**src/rtl/parity_pkg.sv**
```systemverilog
// Shared types for the parity frame controller.
// Latency: n/a (types only).
// Backpressure: n/a.
package parity_pkg;

    // Frame controller states: IDLE waits for start, DATA takes payload bytes,
    // TRAIL takes the single trailer byte, DONE pulses for one cycle.
    typedef enum logic [1:0] {
        IDLE  = 2'd0,
        DATA  = 2'd1,
        TRAIL = 2'd2,
        DONE  = 2'd3
    } state_t;

endpackage

```
**src/rtl/detects_odd_number_of_ones.sv**
```systemverilog
// Flags a byte whose population count is odd.
// Latency: combinational, zero cycles.
// Backpressure: none; pure function of the input.
//
// Ports:
//   data : byte under test
//   odd  : 1 when data contains an odd number of ones
module detects_odd_number_of_ones (
    input  logic [7:0] data,
    output logic       odd
);

    assign odd = ^data;

endmodule

```
**src/rtl/parity_frame_ctrl.sv**
```systemverilog
// Accepts a length-prefixed frame of bytes plus one trailer byte and reports per-frame parity stats.
// Latency: done pulses one cycle after the trailer transfer; parity is folded in on the transfer edge.
// Backpressure: in_ready high in DATA/TRAIL; in_valid low stalls the frame indefinitely.
//
// Ports:
//   clk, rst            : clock and synchronous active-high reset
//   start, len          : begin a frame of len data bytes (sampled in IDLE only)
//   abort               : drop the current frame back to IDLE, no done pulse
//   in_valid, in_data   : byte input; transfers when in_valid && in_ready
//   in_ready, busy      : accepting a byte / not idle
//   done                : one-cycle completion pulse
//   frame_odd, odd_cnt  : XOR of byte parities / number of odd-parity bytes
//   err                 : trailer did not equal {7'b0, frame_odd}
module parity_frame_ctrl
    import parity_pkg::*;
#(
    parameter int LEN_W = 4
) (
    input  logic             clk,
    input  logic             rst,
    input  logic             start,
    input  logic [LEN_W-1:0] len,
    input  logic             abort,
    input  logic             in_valid,
    input  logic [7:0]       in_data,
    output logic             in_ready,
    output logic             busy,
    output logic             done,
    output logic             frame_odd,
    output logic [LEN_W-1:0] odd_cnt,
    output logic             err
);

    state_t           state;
    state_t           state_nxt;
    logic [LEN_W-1:0] remaining;
    logic             byte_odd;
    logic             xfer;

    detects_odd_number_of_ones u_odd (
        .data (in_data),
        .odd  (byte_odd)
    );

    assign in_ready = (state == DATA) || (state == TRAIL);
    assign busy     = (state != IDLE);
    assign done     = (state == DONE);

    // Abort wins over a same-cycle handshake: the byte is left unconsumed.
    assign xfer = in_valid && in_ready && !abort;

    always_ff @(posedge clk) begin
        if (rst) begin
            state <= IDLE;
        end else begin
            state <= state_nxt;
        end
    end

    always_comb begin
        state_nxt = state;
        case (state)
            IDLE: begin
                if (start) begin
                    state_nxt = (len != '0) ? DATA : TRAIL;
                end
            end
            DATA: begin
                if (abort) begin
                    state_nxt = IDLE;
                end else if (xfer && remaining == LEN_W'(1)) begin
                    state_nxt = TRAIL;
                end
            end
            TRAIL: begin
                if (abort) begin
                    state_nxt = IDLE;
                end else if (xfer) begin
                    state_nxt = DONE;
                end
            end
            DONE: begin
                state_nxt = IDLE;
            end
            default: begin
                state_nxt = IDLE;
            end
        endcase
    end

    // Accumulators are cleared only by reset or a new start, so results
    // (and partial results after abort) stay visible while idle.
    always_ff @(posedge clk) begin
        if (rst) begin
            remaining <= '0;
            frame_odd <= 1'b0;
            odd_cnt   <= '0;
            err       <= 1'b0;
        end else if (state == IDLE) begin
            if (start) begin
                remaining <= len;
                frame_odd <= 1'b0;
                odd_cnt   <= '0;
                err       <= 1'b0;
            end
        end else if (xfer && state == DATA) begin
            frame_odd <= frame_odd ^ byte_odd;
            // Cannot wrap: at most len (< 2**LEN_W) increments per frame.
            odd_cnt   <= odd_cnt + {{(LEN_W-1){1'b0}}, byte_odd};
            remaining <= remaining - LEN_W'(1);
        end else if (xfer && state == TRAIL) begin
            err <= (in_data[0] != frame_odd) || (in_data[7:1] != 7'd0);
        end
    end

endmodule

```
**config.mk**
```make
export PLATFORM = sky130hd
export DESIGN_NAME = parity_frame_ctrl
export DESIGN_NICKNAME = d
export VERILOG_FILES = /design/src/rtl/parity_pkg.sv /design/src/rtl/detects_odd_number_of_ones.sv /design/src/rtl/parity_frame_ctrl.sv
export SDC_FILE = /design/constraint.sdc
export NUM_CORES = 1
export LEC_CHECK = 0
export BUFFER_PORTS_ARGS = -buffer_cell sky130_fd_sc_hd__clkbuf_2
export CAP_MARGIN = 20
export CORE_ASPECT_RATIO = 0.5
export CORE_MARGIN = 2
export CORE_UTILIZATION = 25
export CTS_CLUSTER_DIAMETER = 100
export CTS_CLUSTER_SIZE = 16
export DETAILED_ROUTE_END_ITERATION = 10
export GPL_TIMING_DRIVEN = 0
export PLACE_DENSITY = 0.5
export SYNTH_ARGS = -nofsm -noshare
export SYNTH_HDL_FRONTEND = slang
export SYNTH_SLANG_ARGS = --single-unit
```
**constraint.sdc**
```tcl
create_clock -name clk -period 1.9 [get_ports clk]
set_clock_uncertainty 0.05 [all_clocks]
set_input_delay 0.19 -clock clk [delete_from_list [all_inputs] [get_ports clk]]
set_output_delay 0.19 -clock clk [all_outputs]
set_load 0.005 [all_outputs]
```
# --- Word level (Yosys, flattened, before mapping) ---
# Index checks and enable logic that the tools add are counted.
op_classes:
  mux: 19
  eq_ne: 9
  n_reduce_logical: 18
  bitwise: 1
  n_addsub: 2
op_table:
  columns: ["op", "count"]
  rows:
  - ["$mux W4", 6]
  - ["$mux W2", 6]
  - ["$pmux W2 S4", 1]
  - ["$reduce_xor A8 Y1", 1]
  - ["$reduce_bool A7 Y1", 1]
  - ["$mux W1", 6]
  - ["$reduce_and A3 Y1", 2]
  - ["$reduce_bool A2 Y1", 3]
  - ["$logic_and A1 B1 Y1", 5]
  - ["$add A4 B1 Y4", 1]
  - ["$eq A2 B2 Y1 const B", 2]
  - ["$eq A4 B1 Y1 const B", 1]
  - ["$ne A2 B2 Y1 const B", 2]
  - ["$reduce_bool A4 Y1", 1]
  - ["$sub A4 B1 Y4 const B", 1]
  - ["$ne A3 B2 Y1 const B", 1]
  - ["$ne A3 B3 Y1 const B", 1]
  - ["$eq A2 B1 Y1 const B", 1]
  - ["$logic_not A2 Y1", 1]
  - ["$logic_or A1 B1 Y1", 2]
  - ["$reduce_and A2 Y1", 1]
  - ["$logic_not A1 Y1", 1]
  - ["$ne A1 B1 Y1", 1]
  - ["$xor A1 B1 Y1", 1]
word_totals:
  ff_bits: 12
  out_inout_bits: 9
  in_bits: 17
  wordCells: 54

# --- Longest topological paths before layout ---
logic_depth:
  depth_word: 8
  ltp_mapped: 8

# --- Hierarchy ---
# From an unflattened synthesis, not the netlist that was laid out.
unflattened:
  cells_unflattened: 102
  hier_area_um2: 880.8
by_module_without_submodules:
  columns: ["module", "area_per_inst_um2", "instances", "cells_each", "seq_area_each_um2"]
  rows:
  - ["parity_frame_ctrl", 819.5, 1, 95, 240.2]
  - ["detects_odd_number_of_ones", 61.3, 1, 7, 0.0]

# --- Worst setup path before layout ---
# No wires, ideal clock.
synth_timing:
  path_kind: "reg-to-reg"
  start: "reg state[0]"
  end: "reg err"
  setup_ns: 0.127
  stages_incl_launch_ff: 7
  required_ns: 1.723
  path_slack_ns: 0.211
  t_arrival_ns: 1.512
  path_cell_list: "dfxtp_1 inv_1 ha_1 nand2_1 or4_1 a31oi_1 nor2_1"
synth_between:
  elab_chain_len: 7
  word_cells_on_any_way: 13
synth_lines:
  columns: ["element", "line", "text"]
  rows:
  - ["from (decl)", "parity_frame_ctrl.sv:34", "state_t state;"]
  - ["from (signal assigned)", "parity_frame_ctrl.sv:56", "state <= state_nxt;"]
  - ["$eq A2 B1 Y1 / $eq A2 B2 Y1 (equally long branches)", "parity_frame_ctrl.sv:45", "assign in_ready = (state == DATA) || (state == TRAIL);"]
  - ["$logic_or A1 B1 Y1 (*)", "parity_frame_ctrl.sv:45", null]
  - ["net in_ready", "parity_frame_ctrl.sv:26", "output logic in_ready,"]
  - ["$logic_and A1 B1 Y1 (*) (2 in series)", "parity_frame_ctrl.sv:50", "assign xfer = in_valid && in_ready && !abort;"]
  - ["$logic_and A1 B1 Y1, on equally long branches", "parity_frame_ctrl.sv:106, parity_frame_ctrl.sv:111", null]
  - ["$ne A2 B2 Y1 (no source line) / $reduce_bool A2 Y1 (equally long branches)", null, null]
  - ["$reduce_and A3 Y1 (no source line) (*)", null, null]
  - ["to (signal assigned)", "parity_frame_ctrl.sv:112", "err <= (in_data[0] != frame_odd) || (in_data[7:1] != 7'd0);"]
  - ["to (decl)", "parity_frame_ctrl.sv:31", "output logic err"]
# Mark *: on every way through the listed nets, which the timed path passes. The rest lies on a longest branch.
# A chain may end at the register's enable or synchronous reset.

# --- Worst setup path in the final report ---
layout_timing:
  start: "reg state[1]"
  end: "reg remaining[0]"
layout_between:
  elab_chain_len: 7
  word_cells_on_any_way: 11
layout_lines:
  columns: ["element", "line", "text"]
  rows:
  - ["$eq A2 B1 Y1 / $eq A2 B2 Y1 (equally long branches)", "parity_frame_ctrl.sv:45, parity_frame_ctrl.sv:106", null]
  - ["$logic_or A1 B1 Y1", "parity_frame_ctrl.sv:45", null]
  - ["$logic_and A1 B1 Y1 (2 in series)", "parity_frame_ctrl.sv:50", null]
  - ["$logic_and A1 B1 Y1", "parity_frame_ctrl.sv:106", "end else if (xfer && state == DATA) begin"]
  - ["$reduce_bool A2 Y1 (no source line)", null, null]
  - ["$reduce_and A2 Y1 (no source line)", null, null]
  - ["to (signal assigned)", "parity_frame_ctrl.sv:101", "remaining <= len;"]
  - ["to (signal assigned)", "parity_frame_ctrl.sv:110", "remaining <= remaining - LEN_W'(1);"]
  - ["to (decl)", "parity_frame_ctrl.sv:36", "logic [LEN_W-1:0] remaining;"]
# Several ways; a longest one is shown, not always the timed one.

==> qor.csv <==
metric;value;unit
CTS clk-pin slew, worst paths;0.06;ns
detailed-route wire length;1880;um
Final Hold Viols;0;
GRT Residual Overflow;0;
Layout area overhead;34.5;%
pwr/cell area;1260;nW/um^2
Post-Synthesis Cells;96;
Non-Filler Instances;167;
Post-CTS Hold Buffers;0;
clock buffer depth;2;
adder and majority gate portion of the synthesized area;13.7;%
Synth cell types;29;
Starting DRT DRC Count;26;
Worst Hold Class;input port to flop;
via/cell ratio;4.54;
Final Power;1.39;mW
simple-gate portion of the synthesized area;19.1;%
reg2reg path depth;9;
CP Capture Type;flop;
sequential area share after synthesis;29.3;%
R2R setup slack;0.12;ns
First-pass DRT Iterations;3;
CTS tree;built;
DR DRC count;0;
global placer's final weighted congestion;0.679;
DR WL/cell;11.3;um
worst slew pin tran;0.454;ns
Setup crit start;state[1];
mux cell area share after synthesis;2.44;%
number of synthesized register bits;12;
area of the mapped netlist;820;um^2
RSZ-0062 raised after global routing;no;
Antenna Nets Post-Route;0;
NumNets Final;154;
area fraction in compound gates after synthesis;20.2;%
Starting Density;26.7;%
maximum vdd drop;0.395;mV
Worst Path Arrival;1.84;ns
initial antenna violation count;0;
Data required, critical path;1.96;ns
Final Critical Period;1.78;ns
clock sink count;12;
number of inserted diodes;0;
Cells after DPL;160;
die area;3780;um^2
Rows;14;
setup TNS;0;ns
via count;758;
Synth Flop Type;dfxtp_1;
worst r2r src;state[1];
Post-Syn Nets;122;
DIE WIDTH;85.0;um
Post-synth EDFFs;0;
clk_lat worst skew;0.24;ns
largest family of logic cells by synthesized area;compound AO/OA/AOI/OAI gates;
H-tree levels;1;
startpoint types;flop;
post-synthesis xor/xnor area fraction;10.7;%
share of cells above drive strength 1;33.1;%
number of port buffers;24;
number of global-route vias before repair;706;
setup violators final;0;
kind of critical path;flop to flop;
Die Y-Extent;44.5;um
worst setup path end;remaining[0];
number of max-cap violations;0;
Slew HR;69.8;%
FMAX;0.562;GHz
all-layer global routing usage;10.7;%
Hold WS;0.172;ns
clock buffers created by TritonCTS;3;
Ys Warns;0;
status;finished clean;
root buf cell;clkbuf_8;
IO Count;26;
first-pass GRT wire length;3200;um
crit share post-route;93.7;%
Core Area;3070;um^2
FFs w/ async S/R, synth;0;%
Critical Path Fanout Max;5;
Syn Area/Cell;8.54;um^2
leak pwr;0.489;nW
Slew Limit Fails;0;
reg-to-reg endpoint;remaining[0];
largest net degree at the start of global routing;11;
DP HPWL;1500;um
sequential cells by signal (all words and copies together) (netlist names):
| signal | flops |
|---|---|
| odd_cnt | 4 |
| frame_odd | 1 |
| err | 1 |
| remaining | 4 |
| state | 2 |
logic make-up (layout without fill, tap and decap cells):
logic type,count (synthesis),in the layout
AOI/OAI and AO/OA,22,22
xor gates and xnor gates,10,10
adders and majority gates,9,9
buffers and inverters,9,40
DFF,12,12
muxes,2,2
and+or+nand+nor,32,32
Yosys cell counts, types with 2 or more instances:
cell	instances	area, um^2
nor2_1	15	56.3
dfxtp_1	12	240
ha_1	9	113
xnor2_1	7	61.3
inv_1	6	22.5
a22oi_1	4	30.0
nand2_1	4	15.0
a211oi_1	3	22.5
a21oi_1	3	15.0
a31oi_1	3	18.8
nor3_1	3	15.0
xor2_1	3	26.3
a22o_1	2	17.5
clkbuf_1	2	7.51
mux2i_1	2	20.0
nand2b_1	2	12.5
nand3_1	2	10.0
nor4_1	2	12.5
o21ai_0	2	10.0
repair_timing:
item                                    in CTS  in global routing
buffers inserted                             0                  3
endpoints found under the setup margin       1                  8
pin swaps                                    0                  2
gates resized for setup                      1                  8
worst max-delay path, stage by stage (launching register included):
cell and delay, ns:
dfxtp_2 0.35, inv_1 0.11, ha_4 0.29, nand2_2 0.08, o31ai_4 0.25, buf_6 0.14, buf_4 0.12, nor2_1 0.04
a31oi_1 0.13, a21oi_1 0.08
power by group:
part / total, mW / leakage (nW) / switching (mW) / internal [mW]
combinational: 0.745 / 0.362 / 0.393 / 0.352
sequential: 0.360 / 0.0985 / 0.0523 / 0.307
clock: 0.283 / 0.0288 / 0.0995 / 0.183
layer usage:
layer	wire, um	up-vias	GRT usage [%]
met3	76	0	2.80
met1	1000	339	14.9
met4	0	0	2.86
met5	0	-	0
li1	-	403	-
met2	802	16	16.6
cell usage in the layout (no fill, tap or decap), types with 3 or more instances in the layout:
cell / count
a211oi_1: 3
inv_1: 6
nor2_1: 15
buf_4: 3
ha_1: 8
clkbuf_2: 25
xnor2_1: 7
xor2_1: 3
nand2_1: 3
clkbuf_8: 4
nor3_1: 3
a22oi_1: 4
a31oi_1: 3
dfxtp_1: 10
a21oi_1: 3
worst min-delay path by stage:
stage,to,startpoint,cells past startpoint,slack [ns]
2_1_floorplan,remaining[0],len[0],2,0.31
3_3_place_gp,remaining[0],len[0],3,0.42
3_5_place_dp,remaining[0],len[0],3,0.43
4_1_cts,remaining[0],len[0],3,0.17
5_1_grt,remaining[0],len[0],3,0.19
6_report,remaining[0],len[0],3,0.17
area by class of cell:
type | count | area (um^2)
Buffer | 3 | 20.0
Clock buffer | 4 | 55.1
Fill cell | 331 | 1960
Inverter | 6 | 22.5
Multi-Input combinational cell | 75 | 569
Sequential cell | 12 | 243
Tap cell | 40 | 50.0
Timing Repair Buffer | 27 | 143
through the flow:
stage | utilization [%] | instance area [um^2] | worst slack [ns]
2_1_floorplan | - | 820 | 0.211
3_3_place_gp | 32.3 | 990 | 0.00583
3_5_place_dp | 32.3 | 990 | 0.00294
4_1_cts | 34.2 | 1050 | 0.0253
5_1_grt | 36.0 | 1100 | 0.00861
6_report | 36.0 | 1100 | 0.120
Note: power is estimated with default switching activity, not from simulation.
